--- config.mk ---
export PLATFORM = sky130hd
export DESIGN_NAME = lcd_cmd_seq_flat
export DESIGN_NICKNAME = d
export VERILOG_FILES = /design/src/rtl/lcd_cmd_seq_pkg.sv /design/src/rtl/lcd_cmd_seq_if.sv /design/src/rtl/lcd_cmd_seq_fifo.sv /design/src/rtl/lcd_cmd_seq.sv /design/src/flat_wrapper.sv
export SDC_FILE = /design/constraint.sdc
export NUM_CORES = 1
export LEC_CHECK = 0
export BUFFER_PORTS_ARGS = -buffer_cell sky130_fd_sc_hd__buf_2
export CAP_MARGIN = 10
export CORE_ASPECT_RATIO = 0.7
export CORE_UTILIZATION = 50
export CTS_CLUSTER_SIZE = 24
export DETAILED_ROUTE_END_ITERATION = 12
export GPL_ROUTABILITY_DRIVEN = 1
export GPL_TIMING_DRIVEN = 0
export PLACE_DENSITY = 0.76
export SLEW_MARGIN = 20
export SYNTH_ARGS = -nofsm -noshare
export SYNTH_HDL_FRONTEND = slang
export SYNTH_HIERARCHICAL = 1
export SYNTH_SLANG_ARGS = --single-unit
export TNS_END_PERCENT = 5
--- constraint.sdc ---
create_clock -name clk -period 2.74 [get_ports clk]
set_input_delay 0.822 -clock clk [delete_from_list [all_inputs] [get_ports clk]]
set_output_delay 0.822 -clock clk [all_outputs]
set_load 0.01 [all_outputs]
--- src/rtl/lcd_cmd_seq_pkg.sv ---
// Shared types for the LCD command sequencer: command codes, sequencer state, command type.
// Codes above CMD_LOAD are illegal and are only acted upon when LCD_CMD_SEQ_FILTER_EN is defined.
package lcd_pkg;

  typedef logic [3:0] cmd_t;

  localparam cmd_t CMD_WRITE = 4'd0;
  localparam cmd_t CMD_LOAD  = 4'd12;

  typedef enum logic [2:0] {
    ST_BOOT,
    ST_IDLE,
    ST_ISSUE,
    ST_WAIT,
    ST_DRAIN,
    ST_HALT
  } seq_state_t;

  function automatic logic is_illegal(cmd_t code);
    return code > CMD_LOAD;
  endfunction

endpackage

--- src/rtl/lcd_cmd_seq_if.sv ---
// Host-side and controller-side signals of the command sequencer.
// master = the surrounding environment (host + LCD controller), slave = the sequencer.
interface lcd_cmd_seq_if #(parameter int AW = 3);
  import lcd_pkg::*;

  cmd_t        host_cmd;
  logic        host_valid;
  logic        host_ready;
  cmd_t        cmd;
  logic        cmd_valid;
  logic        busy;
  logic        done;
  logic        seq_done;
  logic [AW:0] fifo_level;
  logic        err_illegal;

  modport master (
    output host_cmd, host_valid, busy, done,
    input  host_ready, cmd, cmd_valid, seq_done, fifo_level, err_illegal
  );

  modport slave (
    input  host_cmd, host_valid, busy, done,
    output host_ready, cmd, cmd_valid, seq_done, fifo_level, err_illegal
  );

endinterface

--- src/rtl/lcd_cmd_seq_fifo.sv ---
// DEPTH x 4-bit synchronous FIFO with registered occupancy; head is read combinationally.
// A push while full is accepted only together with a pop (the freed slot is reused).
module lcd_cmd_fifo
  import lcd_pkg::*;
#(
  parameter int DEPTH = 8,
  parameter int AW    = 3
) (
  input  logic        clk,
  input  logic        reset,
  input  logic        push,
  input  logic        pop,
  input  cmd_t        wdata,
  output cmd_t        rdata,
  output logic [AW:0] level,
  output logic        full,
  output logic        empty
);

  localparam logic [AW:0] FULL_LVL = (AW+1)'(DEPTH);

  cmd_t          mem [DEPTH];
  logic [AW-1:0] wptr;
  logic [AW-1:0] rptr;
  logic          do_push;
  logic          do_pop;

  assign full    = (level == FULL_LVL);
  assign empty   = (level == '0);
  assign do_pop  = pop && !empty;
  assign do_push = push && (!full || do_pop);
  assign rdata   = mem[rptr];

  always_ff @(posedge clk or posedge reset) begin
    if (reset) begin
      wptr  <= '0;
      rptr  <= '0;
      level <= '0;
    end else begin
      if (do_push) wptr <= wptr + 1'b1;
      if (do_pop)  rptr <= rptr + 1'b1;
      case ({do_push, do_pop})
        2'b10:   level <= level + 1'b1;
        2'b01:   level <= level - 1'b1;
        default: level <= level;
      endcase
    end
  end

  always_ff @(posedge clk) begin
    if (do_push) mem[wptr] <= wdata;
  end

endmodule

--- src/rtl/lcd_cmd_seq.sv ---
// LCD command sequencer: queues host commands and issues them one at a time to the controller,
// halting after Write completes. Optional build macro LCD_CMD_SEQ_FILTER_EN drops codes 13..15.
module lcd_cmd_seq
  import lcd_pkg::*;
#(
  parameter int DEPTH = 8,
  parameter int AW    = 3,
  parameter int GUARD = 2
) (
  input  logic            clk,
  input  logic            reset,
  lcd_cmd_seq_if.slave    bus
);

  seq_state_t state;
  seq_state_t state_nxt;
  cmd_t       head;
  logic       full;
  logic       empty;
  logic       pop;
  logic       push;
  logic       ready;
  logic       drop;
  logic       head_write;
  logic [2:0] guard;
  logic       err_q;

  assign pop  = (state == ST_ISSUE);
  // The slot freed by this cycle's pop may be refilled in the same cycle.
  assign ready = (state != ST_HALT) && (!full || pop);
  assign push  = bus.host_valid && ready;
  assign bus.host_ready = ready;

`ifdef LCD_CMD_SEQ_FILTER_EN
  assign drop = pop && is_illegal(head);
`else
  assign drop = 1'b0;
`endif

  assign bus.err_illegal = err_q;

  lcd_cmd_fifo #(.DEPTH(DEPTH), .AW(AW)) u_fifo (
    .clk   (clk),
    .reset (reset),
    .push  (push),
    .pop   (pop),
    .wdata (bus.host_cmd),
    .rdata (head),
    .level (bus.fifo_level),
    .full  (full),
    .empty (empty)
  );

  always_ff @(posedge clk or posedge reset) begin
    if (reset) state <= ST_BOOT;
    else       state <= state_nxt;
  end

  always_comb begin
    state_nxt = state;
    case (state)
      ST_BOOT:  if (!bus.busy) state_nxt = ST_IDLE;
      ST_IDLE:  if (!empty && !bus.busy) state_nxt = ST_ISSUE;
      ST_ISSUE: state_nxt = drop ? ST_IDLE : ST_WAIT;
      ST_WAIT:  if (guard == 3'd0 && !bus.busy) state_nxt = head_write ? ST_DRAIN : ST_IDLE;
      ST_DRAIN: if (bus.done) state_nxt = ST_HALT;
      ST_HALT:  state_nxt = ST_HALT;
      default:  state_nxt = ST_BOOT;
    endcase
  end

  // busy is not trusted until the guard count has run out after each strobe.
  always_ff @(posedge clk or posedge reset) begin
    if (reset) begin
      bus.cmd       <= '0;
      bus.cmd_valid <= 1'b0;
      bus.seq_done  <= 1'b0;
      err_q         <= 1'b0;
      head_write    <= 1'b0;
      guard         <= '0;
    end else begin
      bus.cmd_valid <= pop && !drop;
      err_q         <= drop;
      if (pop && !drop) begin
        bus.cmd    <= head;
        head_write <= (head == CMD_WRITE);
        guard      <= 3'(GUARD);
      end else if (state == ST_WAIT && guard != 3'd0) begin
        guard <= guard - 3'd1;
      end
      if (state == ST_DRAIN && bus.done) bus.seq_done <= 1'b1;
    end
  end

endmodule

--- src/flat_wrapper.sv ---
// flat-port wrapper written by rule: the top's interface ports become plain ports
module lcd_cmd_seq_flat import lcd_pkg::*;
#(
  parameter int DEPTH = 8,
  parameter int AW    = 3,
  parameter int GUARD = 2
)
  (clk, reset, bus_host_cmd, bus_host_valid, bus_busy, bus_done, bus_host_ready, bus_cmd, bus_cmd_valid, bus_seq_done, bus_fifo_level, bus_err_illegal);
  lcd_cmd_seq_if #(.AW(AW)) bus_i ();
  input  logic clk;
  input  logic reset;
  input wire logic [$bits(bus_i.host_cmd)-1:0] bus_host_cmd;
  input wire logic [$bits(bus_i.host_valid)-1:0] bus_host_valid;
  input wire logic [$bits(bus_i.busy)-1:0] bus_busy;
  input wire logic [$bits(bus_i.done)-1:0] bus_done;
  output wire logic [$bits(bus_i.host_ready)-1:0] bus_host_ready;
  output wire logic [$bits(bus_i.cmd)-1:0] bus_cmd;
  output wire logic [$bits(bus_i.cmd_valid)-1:0] bus_cmd_valid;
  output wire logic [$bits(bus_i.seq_done)-1:0] bus_seq_done;
  output wire logic [$bits(bus_i.fifo_level)-1:0] bus_fifo_level;
  output wire logic [$bits(bus_i.err_illegal)-1:0] bus_err_illegal;
  assign bus_i.host_cmd = bus_host_cmd;
  assign bus_i.host_valid = bus_host_valid;
  assign bus_i.busy = bus_busy;
  assign bus_i.done = bus_done;
  assign bus_host_ready = bus_i.host_ready;
  assign bus_cmd = bus_i.cmd;
  assign bus_cmd_valid = bus_i.cmd_valid;
  assign bus_seq_done = bus_i.seq_done;
  assign bus_fifo_level = bus_i.fifo_level;
  assign bus_err_illegal = bus_i.err_illegal;
  lcd_cmd_seq #(.DEPTH(DEPTH), .AW(AW), .GUARD(GUARD)) u_core (.clk(clk), .reset(reset), .bus(bus_i));
endmodule
==> out/qor.yml, run 1 <==
run_status:
  run_status: "complete, but fails checks"
  violations: "negative setup slack"
sta:
  tightest_slew_ps: 551
  slew_headroom: 0.633
  drv_slew: 0
  finalSetupViolCount: 1
  clock-skew-final_ps: 5.54
  max_freq_mhz: 363
  fin_crit_sh: 1.00
  rsz0062_at_grt: "yes"
  fin_ws_ps: -12.2
  period_needed_ps: 2750
  hold_violations: 0
clocking:
  cts_tree: "yes"
  clockRootBuffer: "clkbuf_8"
  insertion_delay_ps: 300
  cts.sinks: 55
  cts_buffer_depth: 2
  htree_num_levels: 2
  cts_hold_buf: 0
  cts_buffers: 5
  clk_pin_slew_ps: 90
setup_path:
  required_ps: 1920
  reg2reg_slack_ps: 20
  r2r-start: "u_core/u_fifo/level[1]$_DFFE_PP0P_"
  ff2ff_path_depth: 12
  arrival_ps: 1930
  cp_max_fo: 2
  max_stage_delay_ps: 390
  cp_cell_sequence: "or3_4 > buf_6 > nor2_4 > o21bai_4 > buf_4 > buf_4 > a22oi_1 > buf_2"
  cp_slowest_cell: "dfrtp_1"
  path_class: "reg2out"
  cp-startpoint: "u_core/u_fifo/level[1]$_DFFE_PP0P_"
  r2r_end: "u_core/u_fifo/level[2]$_DFFE_PP0P_"
  cp-start-kind: "flip-flop"
  cp-end-kind: "output port"
  cp_common_cell: "buf_4"
power_and_ir_drop:
  p_per_area_nw_per_um2: 1030
  vdd_ir_drop_max_mv: 0.307
  leakage_nw: 1.19
grt:
  grt_pass1_vias: 1426
  antenna_found_initial: 0
  track_usage: 0.190
  grt_pass1_wl_mm: 7.18
  grt-ovfl-total: 0
  grt_max_degree: 17
floorplan:
  core_sq_um: 4810
  row_count: 21
  num_io_pins: 21
  die_x_um: 86.7
  die-area_sq_um: 5320
  die_h_um: 61.3
  start_util: 0.523
place:
  gp_congestion: 0.739
  dpl_worst_slack_ps: -103
  hpwlAfterDp_mm: 2.97
  port_buffers: 19
  numPlacedInstances: 265
synth:
  ys_async_sr_fraction: 0.418
  synth_seq_cells: 55
  synth_nets: 193
  synth_cell_types: 45
  muxShareOfSynthArea: 0.139
  synth_edf_count: 32
  synth_compound_area_frac: 0.0667
  synth-seq-area-share: 0.612
  synthFlopType: "edfxtp_1"
  synth_area_sq_um: 2510
  synth_xor_area_frac: 0.0209
  syn_area_per_cell_sq_um: 14.2
  synthAdderAreaFrac: 0.0378
  synthSimpleGateAreaFrac: 0.0857
  syn_inst: 177
  synth_warnings: 6
  synth_top_family_by_area: "multiplexers"
route:
  wirelength_mm: 4.58
  drt_iter0_markers: 67
  vias: 1521
  drcViolationCount: 0
  firstDrtPassIters: 4
  routed_via_density: 5.36
  post_drt_wl_per_cell_um: 16.1
  ant_nets: 0
job:
  drv_cap: 0
min_path:
  hold_end: "u_core/bus.seq_done$_DFFE_PP0P_"
  holdCritStartpoint: "u_core/bus.seq_done$_DFFE_PP0P_"
  hp-class: "reg2reg"
  min_path_cells: 1
final_layout:
  n_antenna_cell: 0
  fin_cells: 284
  syn2layout_area_growth_pct: 17.6
  drive_above_1_share: 0.386
  fin_nets: 230
==> report_power, final <==
| group | switching (mW) | leakage (nW) | internal (mW) |
|---|---|---|---|
| combinational | 0.656 | 0.578 | 0.678 |
| sequential | 0.169 | 0.569 | 1.11 |
| clock | 0.251 | 0.0412 | 0.179 |
==> routing by layer <==
| metal | wire, um | track usage | vias to the layer above |
|---|---|---|---|
| li1 | - | - | 717 |
| met4 | 105 | 0.0857 | 0 |
| met5 | 0 | 0 | - |
| met2 | 2130 | 0.300 | 38 |
| met3 | 193 | 0.0429 | 8 |
| met1 | 2150 | 0.260 | 758 |
==> final cells by class <==
type,count,area (sq um)
Timing Repair Buffer,30,178
Fill cell,367,1850
Buffer,6,46.3
Tap cell,69,86.3
Inverter,13,51.3
Multi-Input combinational cell,103,971
Clock inverter,2,12.5
Clock buffer,6,72.6
Sequential cell,55,1540
==> state kept, by name, indices dropped and copies added (netlist names) <==
signal                flops
u_core/bus.cmd            4
u_core/bus.cmd_valid      1
u_core/bus.seq_done       1
u_core/guard              3
u_core/head_write         1
u_core/state              3
u_core/u_fifo/level       4
u_core/u_fifo/mem        32
u_core/u_fifo/rptr        3
u_core/u_fifo/wptr        3
==> cell families (layout without fill, tap and decap cells) <==
group           count (synthesis)  count (layout)
other cells                     1               1
mux                            23              23
fa+ha+maj                       7               7
flops                          55              55
buf+inv                        19              57
xor+xnor                        6               6
compound gates                 22              22
simple gates                   44              44
==> placed cells by master, fill, tap and decap left out, types with 5 or more instances in the layout <==
master / instances
edfxtp_1: 32
dfrtp_1: 23
buf_2: 20
buf_4: 13
nand2_1: 13
inv_1: 11
mux2_2: 10
nor2_1: 10
mux4_2: 8
clkbuf_8: 5
==> timing repair <==
item | in CTS | in global routing
pin swaps | 7 | 1
buffers inserted | 11 | 0
gates resized for setup | 6 | 6
gates cloned | 0 | 0
endpoints found under the setup margin | 1 | 11
==> through the flow <==
stage | instance area (sq um) | hold WS, ps | total power [mW] | utilization | TNS (ps)
after floorplan | 2530 | 451 | 2.15 | - | 0
after global placement | 2710 | 448 | 2.39 | 0.564 | -60.1
after detailed placement | 2710 | 453 | 2.44 | 0.564 | -103
after CTS | 2910 | 476 | 2.98 | 0.606 | 0
after global routing | 2950 | 491 | 3.25 | 0.614 | -198
final | 2950 | 472 | 3.04 | 0.614 | -12.2
==> synth_stat cells (2+ instances only) <==
| cell | n | area [sq um] |
|---|---|---|
| a21oi_1 | 5 | 25.0 |
| buf_2 | 2 | 10.0 |
| buf_6 | 2 | 22.5 |
| dfrtp_1 | 23 | 576 |
| edfxtp_1 | 32 | 961 |
| ha_1 | 6 | 75.1 |
| inv_1 | 12 | 45.0 |
| mux2_2 | 11 | 124 |
| mux2i_1 | 3 | 30.0 |
| mux4_2 | 8 | 180 |
| nand2_1 | 13 | 48.8 |
| nand2b_1 | 4 | 25.0 |
| nand3_1 | 2 | 10.0 |
| nor2_1 | 11 | 41.3 |
| nor3_1 | 2 | 10.0 |
| o21ai_0 | 4 | 20.0 |
| or2_2 | 3 | 18.8 |
| or3_1 | 3 | 18.8 |
| xnor2_1 | 4 | 35.0 |
| xor2_1 | 2 | 17.5 |
==> critical path: cells and delay by family (launching register included) <==
family                 cells  cell delay (ps)
buffers and inverters      4              520
AND/OR/NAND/NOR            2              480
flip-flops                 1              390
AO/OA/AOI/OAI              2              220
==> how the worst max path moves through the flow <==
stage | to | slack [ps]
after floorplan | u_core/u_fifo/level[3]$_DFFE_PP0P_ | 8
after CTS | u_core/u_fifo/level[3]$_DFFE_PP0P_ | 4
final | bus_host_ready | -10
after detailed placement | u_core/u_fifo/level[3]$_DFFE_PP0P_ | -100
after global placement | u_core/u_fifo/level[3]$_DFFE_PP0P_ | -60
after global routing | bus_host_ready | -90
No activity file was read; power rests on OpenSTA's default activity.
==> run 2: changes to the inputs <==
- CORE_UTILIZATION: 50 -> 48
- PLACE_DENSITY: 0.76 -> 0.74
==> run 2 against run 1 <==
Against the previous run: the flow now finishes without violations; cell area decreased by 1.0%; maximum frequency increased by 1.1%; global-route usage down 1.7 points; clock-buffer cell count unchanged; clock power up 18%; die area grew 4.1%; critical path depth grew 5; routed wire length fell by 9.6%; total power down 0.79%; flip-flop and latch count is the same; via count decreased by 5.3%; final cell count shrank 0.70%; critical path type is now reg2reg; critical endpoint is now u_core/u_fifo/level[3]$_DFFE_PP0P_.
==> out/qor.yml, run 2 (synthesis results as in run 1) <==
min_path:
  hp-class: "reg2reg"
  hold_end: "u_core/guard[0]$_DFFE_PP0P_"
  min_path_cells: 1
  holdCritStartpoint: "u_core/guard[0]$_DFFE_PP0P_"
clocking:
  cts.sinks: 55
  clockRootBuffer: "clkbuf_8"
  cts_tree: "yes"
  clk_pin_slew_ps: 110
  htree_num_levels: 2
  cts_hold_buf: 0
  cts_buffers: 5
  insertion_delay_ps: 320
  cts_buffer_depth: 2
route:
  wirelength_mm: 4.14
  drcViolationCount: 0
  firstDrtPassIters: 4
  vias: 1440
  routed_via_density: 5.11
  drt_iter0_markers: 97
  post_drt_wl_per_cell_um: 14.7
  ant_nets: 0
final_layout:
  final_common_cell: "edfxtp_1"
  fin_cells: 282
  most-common-layout-cells: "32 x edfxtp_1, 23 x dfrtp_1, 20 x buf_2, 13 x nand2_1"
  fin_nets: 228
  fin_util: 0.595
  top_regs: "u_core/u_fifo/mem x32, u_core/bus.cmd x4, u_core/u_fifo/level x4"
  syn2layout_area_growth_pct: 16.4
  largest_reg_flops: 32
  n_antenna_cell: 0
  top_register: "u_core/u_fifo/mem"
  drive_above_1_share: 0.366
power_and_ir_drop:
  p_per_area_nw_per_um2: 1030
  vdd_ir_drop_max_mv: 0.457
  switching_share: 0.341
  p_clk_frac: 0.168
  switchingPower_mw: 1.03
  internal_power_mw: 1.99
  p_total_mw: 3.02
  p_comb_frac: 0.412
  power_frac_seq: 0.420
  leakage_nw: 1.19
setup_path:
  ff2ff_path_depth: 13
  cp_top_family: "simple AND/OR/NAND/NOR gates"
  path_class: "reg2reg"
  arrival_ps: 2970
  r2r-start: "u_core/u_fifo/level[1]$_DFFE_PP0P_"
  cp_cell_sequence: "or3_4 > buf_6 > nor2_4 > o21bai_4 > a221oi_2 > buf_4 > or2_4 > inv_2 > ha_1 > a211o_1 > nand3_2 > mux2_2 > nand3b_1"
  max_stage_delay_ps: 390
  cp_max_fo: 3
  required_ps: 2990
  cp-end-kind: "flip-flop"
  reg2reg_slack_ps: 20
  cp_slowest_cell: "dfrtp_1"
  critPathBufInv: 3
  r2r_end: "u_core/u_fifo/level[3]$_DFFE_PP0P_"
  cp-start-kind: "flip-flop"
sta:
  hold_slack_ps: 475
  drv_slew: 0
  rsz0062_at_grt: "yes"
  tightest_slew_ps: 656
  slew_headroom: 0.559
  tns_ps: 0
  hold_violations: 0
  period_needed_ps: 2720
  clock-skew-final_ps: 17.6
  fin_crit_sh: 0.993
  finalSetupViolCount: 0
  max_freq_mhz: 367
floorplan:
  die-area_sq_um: 5530
  start_util: 0.511
  row_count: 21
  core_sq_um: 4910
  die_h_um: 62.5
  die_x_um: 88.5
  num_io_pins: 21
grt:
  grt-ovfl-total: 0
  grt_max_degree: 19
  track_usage: 0.173
  grt_pass1_vias: 1486
  grt_pass1_wl_mm: 7.07
  antenna_found_initial: 0
run_status:
  run_status: "finished clean"
place:
  port_buffers: 19
  numPlacedInstances: 265
  hpwlAfterDp_mm: 2.92
  gp_congestion: 0.834
job:
  drv_cap: 0
## run 2: layout make-up
cell class                 instances  area (sq um)
clock buffer                       6          93.8
tap                               69          86.3
fill                             398          1990
multi-input combinational        103           933
clock inverter                     2          16.3
timing repair buffer              28           163
buffer                             6          46.3
sequential                        55          1540
inverter                          13          48.8
## run 2: worst max path at each step
stage | from | to | slack [ps] | cells past startpoint
finish | u_core/u_fifo/level[1]$_DFFE_PP0P_ | u_core/u_fifo/level[3]$_DFFE_PP0P_ | 20 | 13
global route | u_core/u_fifo/level[1]$_DFFE_PP0P_ | u_core/u_fifo/level[3]$_DFFE_PP0P_ | -110 | 13
global placement | u_core/u_fifo/level[2]$_DFFE_PP0P_ | u_core/u_fifo/level[3]$_DFFE_PP0P_ | -70 | 13
floorplan | u_core/u_fifo/level[2]$_DFFE_PP0P_ | u_core/u_fifo/level[3]$_DFFE_PP0P_ | 8 | 13
detailed placement | u_core/u_fifo/level[2]$_DFFE_PP0P_ | u_core/u_fifo/level[3]$_DFFE_PP0P_ | -120 | 13
CTS | u_core/u_fifo/level[1]$_DFFE_PP0P_ | u_core/u_fifo/level[3]$_DFFE_PP0P_ | 8 | 13
## run 2: repair_timing
action / CTS / global route
resized for setup: 4 / 2
setup endpoints to repair: 5 / 5
hold endpoints to repair: 0 / 0
pin swaps: 4 / 1
buffers inserted: 8 / 1
## run 2: metrics by stage
step	instance area [sq um]	setup WS [ps]
2_1_floorplan	2530	8.31
3_3_place_gp	2710	-67.8
3_5_place_dp	2710	-116
4_1_cts	2910	7.80
5_1_grt	2920	-108
6_report	2920	18.5
## run 2: worst register-to-register path: stages (launching register included)
cell	delay (ps)
dfrtp_1	390
or3_4	380
buf_6	130
nor2_4	90
o21bai_4	120
a221oi_2	80
buf_4	150
or2_4	240
inv_2	60
ha_1	230
a211o_1	290
nand3_2	80
mux2_2	330
nand3b_1	90
## run 2: routing by layer
layer,up-vias,GRT usage,part of all wire,wire length [um]
met5,-,0,0,0
met2,19,0.245,0.44,1840
met3,9,0.0449,0.032,133
met1,703,0.258,0.51,2100
met4,0,0.0605,0.017,69
li1,709,-,-,-
## run 2: power groups by stage
stage | Clock, mW | Sequential [mW] | Combinational (mW)
after global routing | 0.552 | 1.30 | 1.39
after floorplan | 0 | 1.28 | 0.870
after CTS | 0.515 | 1.26 | 1.24
final | 0.507 | 1.27 | 1.24
after detailed placement | 0 | 1.29 | 1.15
after global placement | 0 | 1.28 | 1.12
